$ cat src/rtl/divisor_restaurador_pkg.sv
// Shared definitions for the restoring divider: FSM state encoding and default operand width.
package divisor_restaurador_pkg;

    localparam int DEFAULT_N = 32;

    typedef enum logic [1:0] {
        IDLE = 2'd0,
        CALC = 2'd1,
        DONE = 2'd2
    } state_t;

endpackage

$ cat src/rtl/divisor_restaurador_cla.sv
// N-bit generate/propagate adder used as the divider's trial subtractor (A + ~B + 1).
module CarryLookAheadSumadorR #(
    parameter int N = 4
) (
    input  logic [N-1:0] Operando1,
    input  logic [N-1:0] Operando2,
    input  logic         CarryIn,
    output logic [N-1:0] Resultado,
    output logic         CarryOut
);

    logic [N-1:0] w_gen;
    logic [N-1:0] w_prop;
    logic [N:0]   w_carry;

    assign w_gen  = Operando1 & Operando2;
    assign w_prop = Operando1 ^ Operando2;

    // Carry i+1 expands to G[i] | P[i]G[i-1] | ... | P[i..0]Cin after flattening.
    always_comb begin
        w_carry    = '0;
        w_carry[0] = CarryIn;
        for (int i = 0; i < N; i++) begin
            w_carry[i+1] = w_gen[i] | (w_prop[i] & w_carry[i]);
        end
    end

    assign Resultado = w_prop ^ w_carry[N-1:0];
    assign CarryOut  = w_carry[N];

endmodule

$ cat src/rtl/divisor_restaurador.sv
// Unsigned restoring divider: one quotient bit per clock, N cycles per division,
// with RISC-V DIVU/REMU results for a zero divisor.
module divisor_restaurador
    import divisor_restaurador_pkg::*;
#(
    parameter int N = DEFAULT_N
) (
    input  logic         clk,
    input  logic         rst,
    input  logic         Start,
    input  logic [N-1:0] Dividendo,
    input  logic [N-1:0] Divisor,
    output logic [N-1:0] Cociente,
    output logic [N-1:0] Residuo,
    output logic         Busy,
    output logic         Done
);

    localparam int             CW        = (N > 2) ? $clog2(N) : 1;
    localparam logic [CW-1:0]  LAST_ITER = CW'(N - 1);

    state_t        r_state;
    state_t        w_next_state;
    logic [N-1:0]  r_quot;
    logic [N-1:0]  r_rem;
    logic [N-1:0]  r_divisor;
    logic [CW-1:0] r_count;
    logic [N-1:0]  r_cociente;
    logic [N-1:0]  r_residuo;

    logic [N:0]    w_shifted;
    logic [N:0]    w_neg_divisor;
    logic [N:0]    w_diff;
    logic          w_no_borrow;
    logic          w_unused_diff_msb;
    logic [N-1:0]  w_new_rem;
    logic [N-1:0]  w_new_quot;
    logic          w_last;

    // r_quot starts as the dividend; its MSB feeds the remainder while quotient bits enter at the LSB.
    assign w_shifted     = {r_rem, r_quot[N-1]};
    assign w_neg_divisor = ~{1'b0, r_divisor};

    CarryLookAheadSumadorR #(
        .N (N + 1)
    ) u_trial_sub (
        .Operando1 (w_shifted),
        .Operando2 (w_neg_divisor),
        .CarryIn   (1'b1),
        .Resultado (w_diff),
        .CarryOut  (w_no_borrow)
    );

    // A kept difference is below the divisor, so its top bit is always zero.
    assign w_unused_diff_msb = w_diff[N];
    assign w_new_rem         = w_no_borrow ? w_diff[N-1:0] : w_shifted[N-1:0];
    assign w_new_quot        = {r_quot[N-2:0], w_no_borrow};
    assign w_last            = (r_count == LAST_ITER);

    always_ff @(posedge clk) begin
        if (rst) r_state <= IDLE;
        else     r_state <= w_next_state;
    end

    // NOTE: every output of an always_comb is defaulted first, so no path can infer a latch.
    always_comb begin
        w_next_state = r_state;
        unique case (r_state)
            IDLE: if (Start) w_next_state = (Divisor == '0) ? DONE : CALC;
            CALC: if (w_last) w_next_state = DONE;
            DONE: w_next_state = IDLE;
            default: w_next_state = IDLE;
        endcase
    end

    // NOTE: sequential state uses <= so every register samples pre-edge values of its peers.
    always_ff @(posedge clk) begin
        if (rst) begin
            r_quot     <= '0;
            r_rem      <= '0;
            r_divisor  <= '0;
            r_count    <= '0;
            r_cociente <= '0;
            r_residuo  <= '0;
        end else begin
            unique case (r_state)
                IDLE: begin
                    if (Start) begin
                        r_quot    <= Dividendo;
                        r_divisor <= Divisor;
                        r_rem     <= '0;
                        r_count   <= '0;
                        if (Divisor == '0) begin
                            r_cociente <= '1;
                            r_residuo  <= Dividendo;
                        end
                    end
                end
                CALC: begin
                    r_quot  <= w_new_quot;
                    r_rem   <= w_new_rem;
                    r_count <= r_count + CW'(1);
                    if (w_last) begin
                        r_cociente <= w_new_quot;
                        r_residuo  <= w_new_rem;
                    end
                end
                default: ;
            endcase
        end
    end

    assign Cociente = r_cociente;
    assign Residuo  = r_residuo;
    assign Busy     = (r_state == CALC);
    assign Done     = (r_state == DONE);

endmodule

$ cat config.mk
export PLATFORM = sky130hd
export DESIGN_NAME = divisor_restaurador
export DESIGN_NICKNAME = d
export VERILOG_FILES = /design/src/rtl/divisor_restaurador_pkg.sv /design/src/rtl/divisor_restaurador_cla.sv /design/src/rtl/divisor_restaurador.sv
export SDC_FILE = /design/constraint.sdc
export NUM_CORES = 1
export LEC_CHECK = 0
export CAP_MARGIN = 0
export CORE_MARGIN = 10
export CORE_UTILIZATION = 60
export DETAILED_ROUTE_END_ITERATION = 8
export DONT_BUFFER_PORTS = 1
export PLACE_DENSITY = 0.75
export REMOVE_ABC_BUFFERS = 1
export SYNTH_ARGS = -nofsm -noshare
export SYNTH_HDL_FRONTEND = slang
export SYNTH_SLANG_ARGS = --single-unit
export TNS_END_PERCENT = 5
$ cat constraint.sdc
create_clock -name clk -period 27.5 [get_ports clk]
set_input_delay 5.5 -clock clk [delete_from_list [all_inputs] [get_ports clk]]
set_output_delay 5.5 -clock clk [all_outputs]
set_load 0.02 [all_outputs]
==> impl_metrics.tcl, run 1 <==
set metrics [dict create \
    endpoint_kind "flip-flop" \
    synth_compound_area_frac 0.163 \
    crit_top_cell "fa_1" \
    crit_fanout 30 \
    power_density_nw_per_um2 120 \
    clock_latency_ns 0.43 \
    min-delay-start "r_divisor[11]" \
    synth_mux_area_frac 0.0796 \
    max_freq_mhz 70.9 \
    gp_congestion 0.853 \
    leakage_nw 3.01 \
    synth_top_family_by_area "compound AO/OA/AOI/OAI gates" \
    rows 41 \
    antenna_found_initial 0 \
    seqPwrFrac 0.294 \
    drv_cap 0 \
    grt_pass1_wl_um 32100 \
    yosys.cell_types.count 41 \
    worstReg2RegStart "r_quot[31]" \
    die_h_um 135 \
    syn_area_sq_um 7890 \
    wl_met2_um 9680 \
    period_share 0.513 \
    topRoutingLayerUsed "met4" \
    core_sq_um 12800 \
    syn_area_per_cell_sq_um 8.76 \
    setup_viol 0 \
    tightestPinTransition_ns 1.11 \
    maxSlewViolCount 0 \
    clockRootBuffer "clkbuf_16" \
    die_w_um 135 \
    dieArea_sq_um 18100 \
    rsz0062_at_grt "no" \
    cts_tree "built" \
    synth_flop_cell "dfxtp_1" \
    pwr-share-comb 0.451 \
    synth_async_sr_flop_share 0 \
    finalClockSkew_ns 0.00839 \
    globalRouteOverflowTotal 0 \
    track_usage 0.217 \
    pwr-share-clk 0.255 \
    wl_met1_um 8320 \
    hold_buffers 0 \
    synth_edf_count 0 \
    route.met3.wl_um 1500 \
    fin_area_sq_um 8480 \
    arrival_ns 14.38 \
    critPathMaxStageDelay_ns 0.43 \
    area_growth_pct 7.42 \
    holdPathStages 2 \
    htree_levels 4 \
    dpl-instance-area_sq_um 7850 \
    clkTransAtPathRegs_ns 0.06 \
    holdPathEnd "r_divisor[11]" \
    final_cell_mix "dfxtp_1 (167), nand2_1 (164), inv_1 (97)" \
    cts_resized 0 \
    slowest_stage "fa_1" \
    dpl.hpwl_um 12600 \
    dr_total_vias 6158 \
    min_path_type "flip-flop to flip-flop" \
    p_int_mw 0.657 \
    drt_iter0_markers 587 \
    synth-adder-area-share 0.0834 \
    critical_path_class "flip-flop to flip-flop" \
    wirelength_um 19800 \
    ios 133 \
    io_buffers 0 \
    critPathLaunchType "flip-flop" \
    cts_buffers 17 \
    grt_pass1_vias 6145 \
    hold_viol 0 \
    syn_inst 901 \
    vias_per_cell 5.91 \
    synthSimpleGateAreaFrac 0.161 \
    r2r.worst_path.cells 41 \
    ys_seq_area_frac 0.424 \
    irDropWorstVdd_uv 92.1 \
    r2r_end "Residuo[3]" \
    fin_crit_ns 14.11 \
    ant_nets 0 \
    required_ns 27.77 \
    antenna_cells 0 \
    drc_errors 0 \
    switching_share 0.352 \
    switchingPower_mw 0.356 \
    ys_seq_elements 167 \
    final.setup.tns_ns 0 \
    first_pass_iters 5 \
    mostFrequentLayoutCell "dfxtp_1" \
    cts_setup_buffers 0 \
    synth_xor_area_frac 0 \
    reg2reg_setup_slack_ns 13.39 \
    status "finished clean" \
    yosys_warnings 0 \
    grt_max_degree 169 \
    wl_per_cell_um 19.0 \
    slew_headroom 0.262 \
    utilization 0.664 \
    nets 959 \
    layout-drive-gt1-share 0.0966 \
    start_util 0.618 \
    clock_path_buffers 2 \
    cts_sinks 167 \
]
==> cell usage after synthesis (2+ instances only) <==
master / n / area (sq um)
a211oi_1: 35 / 263
a21oi_1: 71 / 355
a311oi_1: 34 / 298
and4_4: 2 / 22.5
buf_1: 11 / 41.3
buf_2: 20 / 100
buf_6: 6 / 67.6
clkbuf_1: 34 / 128
dfxtp_1: 167 / 3340
fa_1: 31 / 621
ha_1: 3 / 37.5
inv_1: 97 / 364
mux2_2: 30 / 338
mux2i_1: 29 / 290
nand2_1: 164 / 616
nand3_1: 31 / 155
nand4_1: 3 / 18.8
nor2_1: 74 / 278
nor3_1: 2 / 10.0
nor4_2: 7 / 87.6
o21ai_0: 2 / 10.0
o32ai_1: 28 / 245
o32ai_2: 2 / 32.5
==> sequential cells by signal (all words and copies together) (netlist names) <==
| signal | cells |
|---|---|
| r_state | 2 |
| r_count | 5 |
| r_divisor | 32 |
| r_rem | 32 |
| Residuo | 32 |
| Cociente | 32 |
| r_quot | 32 |
==> how the worst max path moves through the flow <==
| stage | slack [ns] | from | endpoint | cells after the start |
|---|---|---|---|---|
| 2_1_floorplan | 13.92 | r_quot[31] | Residuo[3] | 40 |
| 3_3_place_gp | 13.62 | r_quot[31] | Residuo[26] | 41 |
| 3_5_place_dp | 13.50 | r_quot[31] | Residuo[3] | 41 |
| 4_1_cts | 13.42 | r_quot[31] | Residuo[3] | 41 |
| 5_1_grt | 12.98 | r_quot[31] | Residuo[3] | 41 |
| 6_report | 13.39 | r_quot[31] | Residuo[3] | 41 |
==> cell type report <==
cell class | count | area (sq um)
clock buffer | 22 | 454
tap | 172 | 215
inverter | 98 | 369
sequential | 167 | 3340
fill | 1045 | 4300
timing repair buffer | 9 | 67.6
clock inverter | 9 | 174
multi-input combinational | 565 | 3850
==> logic make-up (layout without fill, tap and decap cells) <==
family / after synthesis / in the layout
compound gates: 181 / 181
fa+ha+maj: 34 / 34
buf+inv: 169 / 138
flops: 167 / 167
mux: 59 / 59
simple gates: 291 / 291
==> metal layers <==
metal,track usage,vias up
met1,0.268,2990
met3,0.0623,21
li1,-,2960
met4,0.0780,0
met5,0,-
met2,0.352,187
==> worst max-delay path: cells and delay by family (launching register included) <==
family,cells,cell delay (ns)
adder cells (fa/ha/maj),32,12.19
buffers and inverters,5,0.51
multiplexers,2,0.51
flip-flops,1,0.32
AND/OR/NAND/NOR,1,0.29
AO/OA/AOI/OAI,1,0.11
==> metrics by stage <==
stage | cells | hold slack, ns | worst slack, ns | power (mW)
after floorplan | 830 | 0.430 | 13.92 | 0.649
after global placement | 1011 | 0.438 | 13.62 | 0.732
after detailed placement | 1011 | 0.442 | 13.50 | 0.751
after CTS | 1042 | 0.451 | 13.42 | 1.01
after global routing | 1042 | 0.463 | 12.98 | 1.08
final | 1042 | 0.454 | 13.39 | 1.01
==> power groups by stage <==
stage                     Sequential [mW]  Clock, mW  Combinational, mW
after floorplan                     0.296          0              0.353
final                               0.298      0.258              0.458
after detailed placement            0.302          0              0.449
after global routing                0.303      0.270              0.505
after CTS                           0.298      0.260              0.457
after global placement              0.300          0              0.432
Note: power is estimated with default switching activity, not from simulation.
==> inputs of run 2 (changes only) <==
==> constraint.sdc (replaced) <==
create_clock -name clk -period 14.18 [get_ports clk]
set_input_delay 2.836 -clock clk [delete_from_list [all_inputs] [get_ports clk]]
set_output_delay 2.836 -clock clk [all_outputs]
set_load 0.02 [all_outputs]
==> run 2 against run 1 <==
  * Cell area fell by 0.15%
  * Power grew 93%
  * Clock power grew 76%
  * First-iteration DRC count decreased by 24%
  * Sequential power grew 94%
  * Critical endpoint is now Residuo[28]
  * Wire length rose by 0.39%
  * Cell count did not move
==> impl_metrics.tcl, run 2 (same netlist as run 1, synthesis figures left out) <==
set metrics [dict create \
    cts_sinks 167 \
    mostFrequentLayoutCell "dfxtp_1" \
    finalClockSkew_ns 0.00920 \
    antenna_cells 0 \
    nets 959 \
    route.met3.wl_um 1700 \
    wl_met2_um 9640 \
    period_share 0.974 \
    wl_met1_um 8140 \
    maxSlewViolCount 0 \
    endpoint_kind "flip-flop" \
    final_cell_mix "dfxtp_1 (167), nand2_1 (164), inv_1 (97)" \
    antenna_found_initial 0 \
    first_pass_iters 5 \
    worstReg2RegStart "r_quot[31]" \
    multi_input_area_sq_um 3880 \
    critPathLaunch "r_quot[31]" \
    cts_buffers 17 \
    cts_resized 0 \
    setup_viol 0 \
    drc_errors 0 \
    power_density_nw_per_um2 232 \
    status "finished clean" \
    grt_pass1_wl_um 31900 \
    ios 133 \
    clock_path_buffers 2 \
    max_freq_mhz 72.4 \
    hold_viol 0 \
    n_fill_cell 1058 \
    irDropWorstVdd_uv 197 \
    min_path_type "flip-flop to flip-flop" \
    rsz0062_at_grt "no" \
    cts_tree "built" \
    crit_fanout 30 \
    topRoutingLayerUsed "met4" \
    hold_buffers 0 \
    track_usage 0.218 \
    grt_pass1_vias 6094 \
    tightestPinTransition_ns 1.31 \
    slowest_stage "fa_1" \
    crit_top_cell "fa_1" \
    die_h_um 135 \
    dieArea_sq_um 18100 \
    htree_levels 4 \
    vias_per_cell 5.90 \
    setup_slack_ns 0.365 \
    utilization 0.663 \
    min-delay-start "r_divisor[1]" \
    critical_path_class "flip-flop to flip-flop" \
    die_w_um 135 \
    dr_total_vias 6147 \
    dpl.hpwl_um 12800 \
    globalRouteOverflowTotal 0 \
    grt_max_degree 169 \
    arrival_ns 14.08 \
    leakage_nw 2.98 \
    fin_crit_ns 13.81 \
    rows 41 \
    clkTransAtPathRegs_ns 0.06 \
    required_ns 14.44 \
    drt_iter0_markers 447 \
    wl_per_cell_um 19.1 \
    area_growth_pct 7.26 \
    start_util 0.618 \
    core_sq_um 12800 \
    wirelength_um 19900 \
    cts_setup_buffers 0 \
    final.setup.tns_ns 0 \
    gp_congestion 0.881 \
    layout-drive-gt1-share 0.107 \
    pre_cts_ws_ns 0.108 \
    clock_latency_ns 0.43 \
    seqCellArea_sq_um 3340 \
    clockRootBuffer "clkbuf_16" \
    io_buffers 0 \
    critPathMaxStageDelay_ns 0.41 \
    drv_cap 0 \
    slew_headroom 0.126 \
    ant_nets 0 \
    critPathLaunchType "flip-flop" \
]
[run 2: cell types whose count changed in the layout (fill, tap and decap cells not counted), moves of 2 or more]
cell / before / now
mux2i_1: 29 / 27
clkinvlp_4: 0 / 3
clkbuf_8: 1 / 3
fa_2: 0 / 4
mux2i_2: 0 / 2
bufinv_16: 5 / 2
fa_1: 31 / 27
[run 2: final cells by class]
cell class,instances,share of cell area
tap,172,0.0254
clock buffer,23,0.0565
inverter,98,0.0436
sequential,167,0.395
timing repair buffer,9,0.00946
multi-input combinational,565,0.459
clock inverter,8,0.0115
[run 2: metal layers]
metal / vias up / track usage
met5: - / 0
met4: 0 / 0.0979
met3: 31 / 0.0686
met2: 205 / 0.350
met1: 2954 / 0.261
li1: 2957 / -
[run 2: worst max-delay path: cells and delay by family, from the launching register on]
family / cells / cell delay, ns
buffers and inverters: 5 / 0.41
muxes: 2 / 0.50
and+or+nand+nor: 1 / 0.28
AOI/OAI and AO/OA: 1 / 0.11
DFF: 1 / 0.32
adders and majority gates: 32 / 11.98
[run 2: stage by stage]
step	power (mW)	cells	hold slack [ns]	cell area, sq um
2_1_floorplan	1.26	830	0.430	7560
3_3_place_gp	1.41	1011	0.438	7850
3_5_place_dp	1.46	1011	0.441	7850
4_1_cts	1.92	1042	0.450	8430
5_1_grt	2.09	1042	0.466	8470
6_report	1.96	1042	0.450	8470
[run 2: path summary, 6_finish.rpt]
kind	cells past startpoint	slack [ns]	to
worst max-delay path	41	0.37	Residuo[28]
worst min-delay path	2	0.45	r_divisor[1]
worst max register to register	41	0.37	Residuo[28]
worst min register to register	2	0.45	r_divisor[1]
[run 2: where the power goes]
part	leakage [nW]	switching (mW)	total, mW	internal, mW
Clock	0.275	0.183	0.454	0.271
Combinational	1.34	0.466	0.930	0.464
Sequential	1.36	0.0524	0.577	0.524
Total	2.98	0.701	1.96	1.26
==> inputs of run 3 (changes only) <==
==> constraint.sdc (replaced) <==
create_clock -name clk -period 16.45 [get_ports clk]
set_input_delay 3.29 -clock clk [delete_from_list [all_inputs] [get_ports clk]]
set_output_delay 3.29 -clock clk [all_outputs]
set_load 0.02 [all_outputs]
==> run 3 against run 2 <==
  * Global-route usage down 0.099 points
  * Largest power group unchanged
  * Fmax down 2.1%
  * Combinational power down 18%
  * Register-to-register slack better by 2.0 ns
  * Clock skew down 0.00079 ns
  * Sequential share of layout area down 0.058 points
==> impl_metrics.tcl, run 3 (same netlist as run 1, synthesis figures left out) <==
set metrics [dict create \
    status "finished clean" \
    maxSlewViolCount 0 \
    critPathMaxStageDelay_ns 0.43 \
    vias_per_cell 5.90 \
    mostFrequentLayoutCell "dfxtp_1" \
    utilization 0.664 \
    power_density_nw_per_um2 200 \
    dr_total_vias 6150 \
    final.setup.tns_ns 0 \
    pre_cts_ws_ns 2.45 \
    tightestPinTransition_ns 1.11 \
    irDropWorstVdd_uv 154 \
    leakage_nw 3.01 \
    crit_top_cell "fa_1" \
    ios 133 \
    multi_input_area_sq_um 3850 \
    rows 41 \
    rsz0062_at_grt "no" \
    grt_pass1_vias 6145 \
    layout-drive-gt1-share 0.0966 \
    globalRouteOverflowTotal 0 \
    clkTransAtPathRegs_ns 0.06 \
    seqCellArea_sq_um 3340 \
    die_w_um 135 \
    area_growth_pct 7.42 \
    core_sq_um 12800 \
    endpoint_kind "flip-flop" \
    hold_viol 0 \
    cts_tree "built" \
    clockRootBuffer "clkbuf_16" \
    antenna_cells 0 \
    final_cell_mix "dfxtp_1 (167), nand2_1 (164), inv_1 (97)" \
    critical_path_class "flip-flop to flip-flop" \
    min_path_type "flip-flop to flip-flop" \
    n_fill_cell 1048 \
    crit_fanout 30 \
    nets 959 \
    slowest_stage "fa_1" \
    dpl.hpwl_um 12600 \
    setup_viol 0 \
    clock_path_buffers 2 \
    drc_errors 0 \
    grt_pass1_wl_um 32100 \
    max_freq_mhz 70.9 \
    cts_setup_buffers 0 \
    setup_slack_ns 2.34 \
    cts_resized 0 \
    dpl-instance-area_sq_um 7850 \
    dp.cells 1011 \
    critPathLaunchType "flip-flop" \
    grt_max_degree 169 \
    drt_iter0_markers 588 \
    start_util 0.618 \
    dieArea_sq_um 18100 \
    cts_sinks 167 \
    period_share 0.858 \
    wl_per_cell_um 19.0 \
    htree_levels 4 \
    die_h_um 135 \
    drv_cap 0 \
    gp_congestion 0.853 \
    hold_buffers 0 \
    first_pass_iters 5 \
    cts_buffers 17 \
    arrival_ns 14.38 \
    io_buffers 0 \
    layout.cells.non_filler 1042 \
    antenna_found_initial 0 \
    clock_latency_ns 0.43 \
    fin_crit_ns 14.11 \
    wirelength_um 19800 \
    track_usage 0.217 \
    ant_nets 0 \
    required_ns 16.73 \
    fin_area_sq_um 8480 \
    finalClockSkew_ns 0.00841 \
    slew_headroom 0.261 \
]
-- run 3: changes by cell type in the layout (fill, tap and decap cells not counted), sizes merged --
cell / delta
clkbuf: -1
clkinv: +1
clkinvlp: -3
bufinv: +3
-- run 3: final timing paths --
check | from | end | slack (ns) | depth (start not counted)
min reg2reg | r_divisor[11] | r_divisor[11] | 0.45 | 2
min | r_divisor[11] | r_divisor[11] | 0.45 | 2
max | r_quot[31] | Residuo[3] | 2.34 | 41
max reg2reg | r_quot[31] | Residuo[3] | 2.34 | 41
-- run 3: critical path: cells and delay by family, from the launching register on --
| kind | cells | cell delay (ns) |
|---|---|---|
| AND/OR/NAND/NOR | 1 | 0.29 |
| flip-flops | 1 | 0.32 |
| adder cells (fa/ha/maj) | 32 | 12.21 |
| multiplexers | 2 | 0.51 |
| buffers and inverters | 5 | 0.51 |
| AO/OA/AOI/OAI | 1 | 0.11 |
-- run 3: through the flow --
step | total power [mW] | hold WS, ns
after floorplan | 1.09 | 0.430
after global placement | 1.22 | 0.438
after detailed placement | 1.26 | 0.442
after CTS | 1.70 | 0.451
after global routing | 1.80 | 0.463
final | 1.69 | 0.453
-- run 3: where the power goes --
part	switching (mW)	total, mW	leakage, nW	internal [mW]
logic	0.391	0.765	1.34	0.375
registers	0.0461	0.498	1.36	0.452
clock network	0.159	0.431	0.308	0.272
-- run 3: cell type report --
cell class / count / area share
multi-input cells: 565 / 0.455
flip-flops and latches: 167 / 0.394
clock buffers: 22 / 0.0536
inverters: 98 / 0.0435
well taps: 172 / 0.0254
clock inverters: 9 / 0.0205
repair buffers: 9 / 0.00797
-- run 3: per-layer routing --
layer | global-route usage | vias up | wire length [um]
met3 | 0.0623 | 20 | 1500
met4 | 0.0780 | 0 | 315
met1 | 0.268 | 2963 | 8260
li1 | - | 2957 | -
met5 | 0 | - | 0
met2 | 0.352 | 210 | 9720
==> variant: new RTL, config.mk and constraints of run 1 <==
Change the package constant `DEFAULT_N` from 32 to 64.
--- a/src/rtl/divisor_restaurador_pkg.sv
+++ b/src/rtl/divisor_restaurador_pkg.sv
@@ -1,7 +1,7 @@
 // Shared definitions for the restoring divider: FSM state encoding and default operand width.
 package divisor_restaurador_pkg;
 
-    localparam int DEFAULT_N = 32;
+    localparam int DEFAULT_N = 64;
 
     typedef enum logic [1:0] {
         IDLE = 2'd0,
Ports: changed (resized Cociente, Dividendo, Divisor and Residuo); port bits go from 133 to 261. No check against the original RTL was run, so the function may have changed too.
==> variant against run 1 <==
- sequential cell count up 161
- worst setup slack worse by 13 ns
- critical path type unchanged
- highest routed layer unchanged
- wire length up 120%
- hold slack worse by 0.0012 ns
- non-clock buffer count up 4
- total power up 100%
- sequential share of layout area up 0.32 points
- cell area up 95%
- area after synthesis rose by 93%
==> variant: results <==
<?xml version="1.0" encoding="UTF-8"?>
<metrics>
  <group name="outcome">
    <metric name="status" unit="">complete, no violations</metric>
  </group>
  <group name="placement">
    <metric name="placement.cell_area" unit="um2">15200</metric>
    <metric name="detailed_place_hpwl" unit="mm">26.5</metric>
    <metric name="gpl.final_weighted_congestion" unit="">0.827</metric>
    <metric name="place.detailed.instances" unit="">2050</metric>
  </group>
  <group name="clock_tree">
    <metric name="clk_path_buf_depth" unit="">3</metric>
    <metric name="cts_inserted_buffers" unit="">36</metric>
    <metric name="clock_latency_late_sink" unit="ns">0.52</metric>
    <metric name="h-tree-depth" unit="">2</metric>
  </group>
  <group name="floorplanning">
    <metric name="die_area" unit="um2">32200</metric>
  </group>
  <group name="power_and_ir_drop">
    <metric name="clock_power_share" unit="%">23.3</metric>
    <metric name="vdd_drop_max" unit="mV">0.101</metric>
    <metric name="netSwitchingPower" unit="uW">838</metric>
    <metric name="power" unit="uW">2070</metric>
    <metric name="cellLeakagePower" unit="uW">0.00589</metric>
  </group>
  <group name="yosys">
    <metric name="postSynthCellCount" unit="">1855</metric>
    <metric name="netlist-cell-type-count" unit="">40</metric>
    <metric name="synthTopCellsByCount" unit="">dfxtp_1, nand2_1, a211oi_1</metric>
  </group>
  <group name="min_path">
    <metric name="hold_path_startpoint" unit="">r_divisor[21]</metric>
  </group>
  <group name="critical_path">
    <metric name="crit-reg2reg-launch" unit="">r_quot[63]</metric>
    <metric name="arrival" unit="ns">27.31</metric>
    <metric name="worstRegToRegCells" unit="">73</metric>
    <metric name="setup.reg_to_reg.worst_slack" unit="ns">0.56</metric>
    <metric name="crit_fanout" unit="">16</metric>
    <metric name="worstReg2RegEnd" unit="">Residuo[15]</metric>
  </group>
  <group name="sta">
    <metric name="slew_headroom" unit="%">23.2</metric>
    <metric name="clock_skew" unit="ns">0.0128</metric>
    <metric name="timing.hold.ws" unit="ns">0.453</metric>
  </group>
  <group name="routing">
    <metric name="routedWlPerCell" unit="um">20.6</metric>
    <metric name="drt_pre_antenna_iters" unit="">8</metric>
    <metric name="detail_route.iter0.violations" unit="">1233</metric>
    <metric name="route.vias.total" unit="">12426</metric>
    <metric name="via_per_inst" unit="">5.87</metric>
  </group>
  <group name="cells_and_area">
    <metric name="drive_above_1_share" unit="%">6.38</metric>
    <metric name="postLayoutCoreUtil" unit="%">65.8</metric>
    <metric name="fillers" unit="">2154</metric>
    <metric name="final_nets" unit="">1958</metric>
  </group>
  <group name="global_route">
    <metric name="grt_antenna_before_repair" unit="">0</metric>
    <metric name="grt_use_total" unit="%">25.7</metric>
    <metric name="grt_first_pass_wirelength" unit="mm">66.8</metric>
  </group>
</metrics>
==> variant: cell types whose count changed after synthesis, sizes merged, moves of 69 or more <==
cell	change
dfxtp	+161
a211oi	+161
inv	+98
clkbuf	+95
nor2	+118
o21ai	+69
nand2	+161
==> variant: cells by family after synthesis <==
family | after synthesis | share of synthesized area, %
compound gates | 470 | 20.8
simple gates | 613 | 16.7
fa+ha+maj | 65 | 8.44
mux | 35 | 2.31
flops | 328 | 43.1
buf+inv | 344 | 8.66
==> variant: repair_timing <==
action | CTS | global route
buffers inserted | 0 | 0
resized for setup | 0 | 27
hold buffers | 0 | 0
hold endpoints to repair | 0 | 0
endpoints found under the setup margin | 0 | 109
==> variant: area by class of cell <==
cell class / count / share of cell area, %
inverters: 196 / 4.46
repair buffers: 13 / 0.636
multi-input cells: 1187 / 45.5
clock buffers: 52 / 6.49
clock inverters: 11 / 0.636
flip-flops and latches: 328 / 39.7
well taps: 330 / 2.50
==> variant: worst register-to-register path: cells and delay by family, from the launching register on <==
kind | cells | cell delay, ns
adder cells (fa/ha/maj) | 64 | 25.06
flip-flops | 1 | 0.31
AND/OR/NAND/NOR | 2 | 0.55
buffers and inverters | 4 | 0.25
AO/OA/AOI/OAI | 3 | 0.61
==> variant: worst max path at each step <==
stage	start	end	slack (ns)	depth (start not counted)
2_1_floorplan	r_quot[63]	Residuo[10]	1.30	73
3_3_place_gp	r_quot[63]	Residuo[34]	0.63	73
3_5_place_dp	r_quot[63]	Residuo[34]	0.41	73
4_1_cts	r_quot[63]	Residuo[34]	0.34	73
5_1_grt	r_quot[63]	Residuo[40]	-0.05	73
6_report	r_quot[63]	Residuo[15]	0.56	73
==> variant: per-layer routing <==
metal,global-route usage (%),wire (um)
met5,0,0
met4,7.72,944
met3,7.84,3920
met2,41.5,20400
met1,32.7,18200
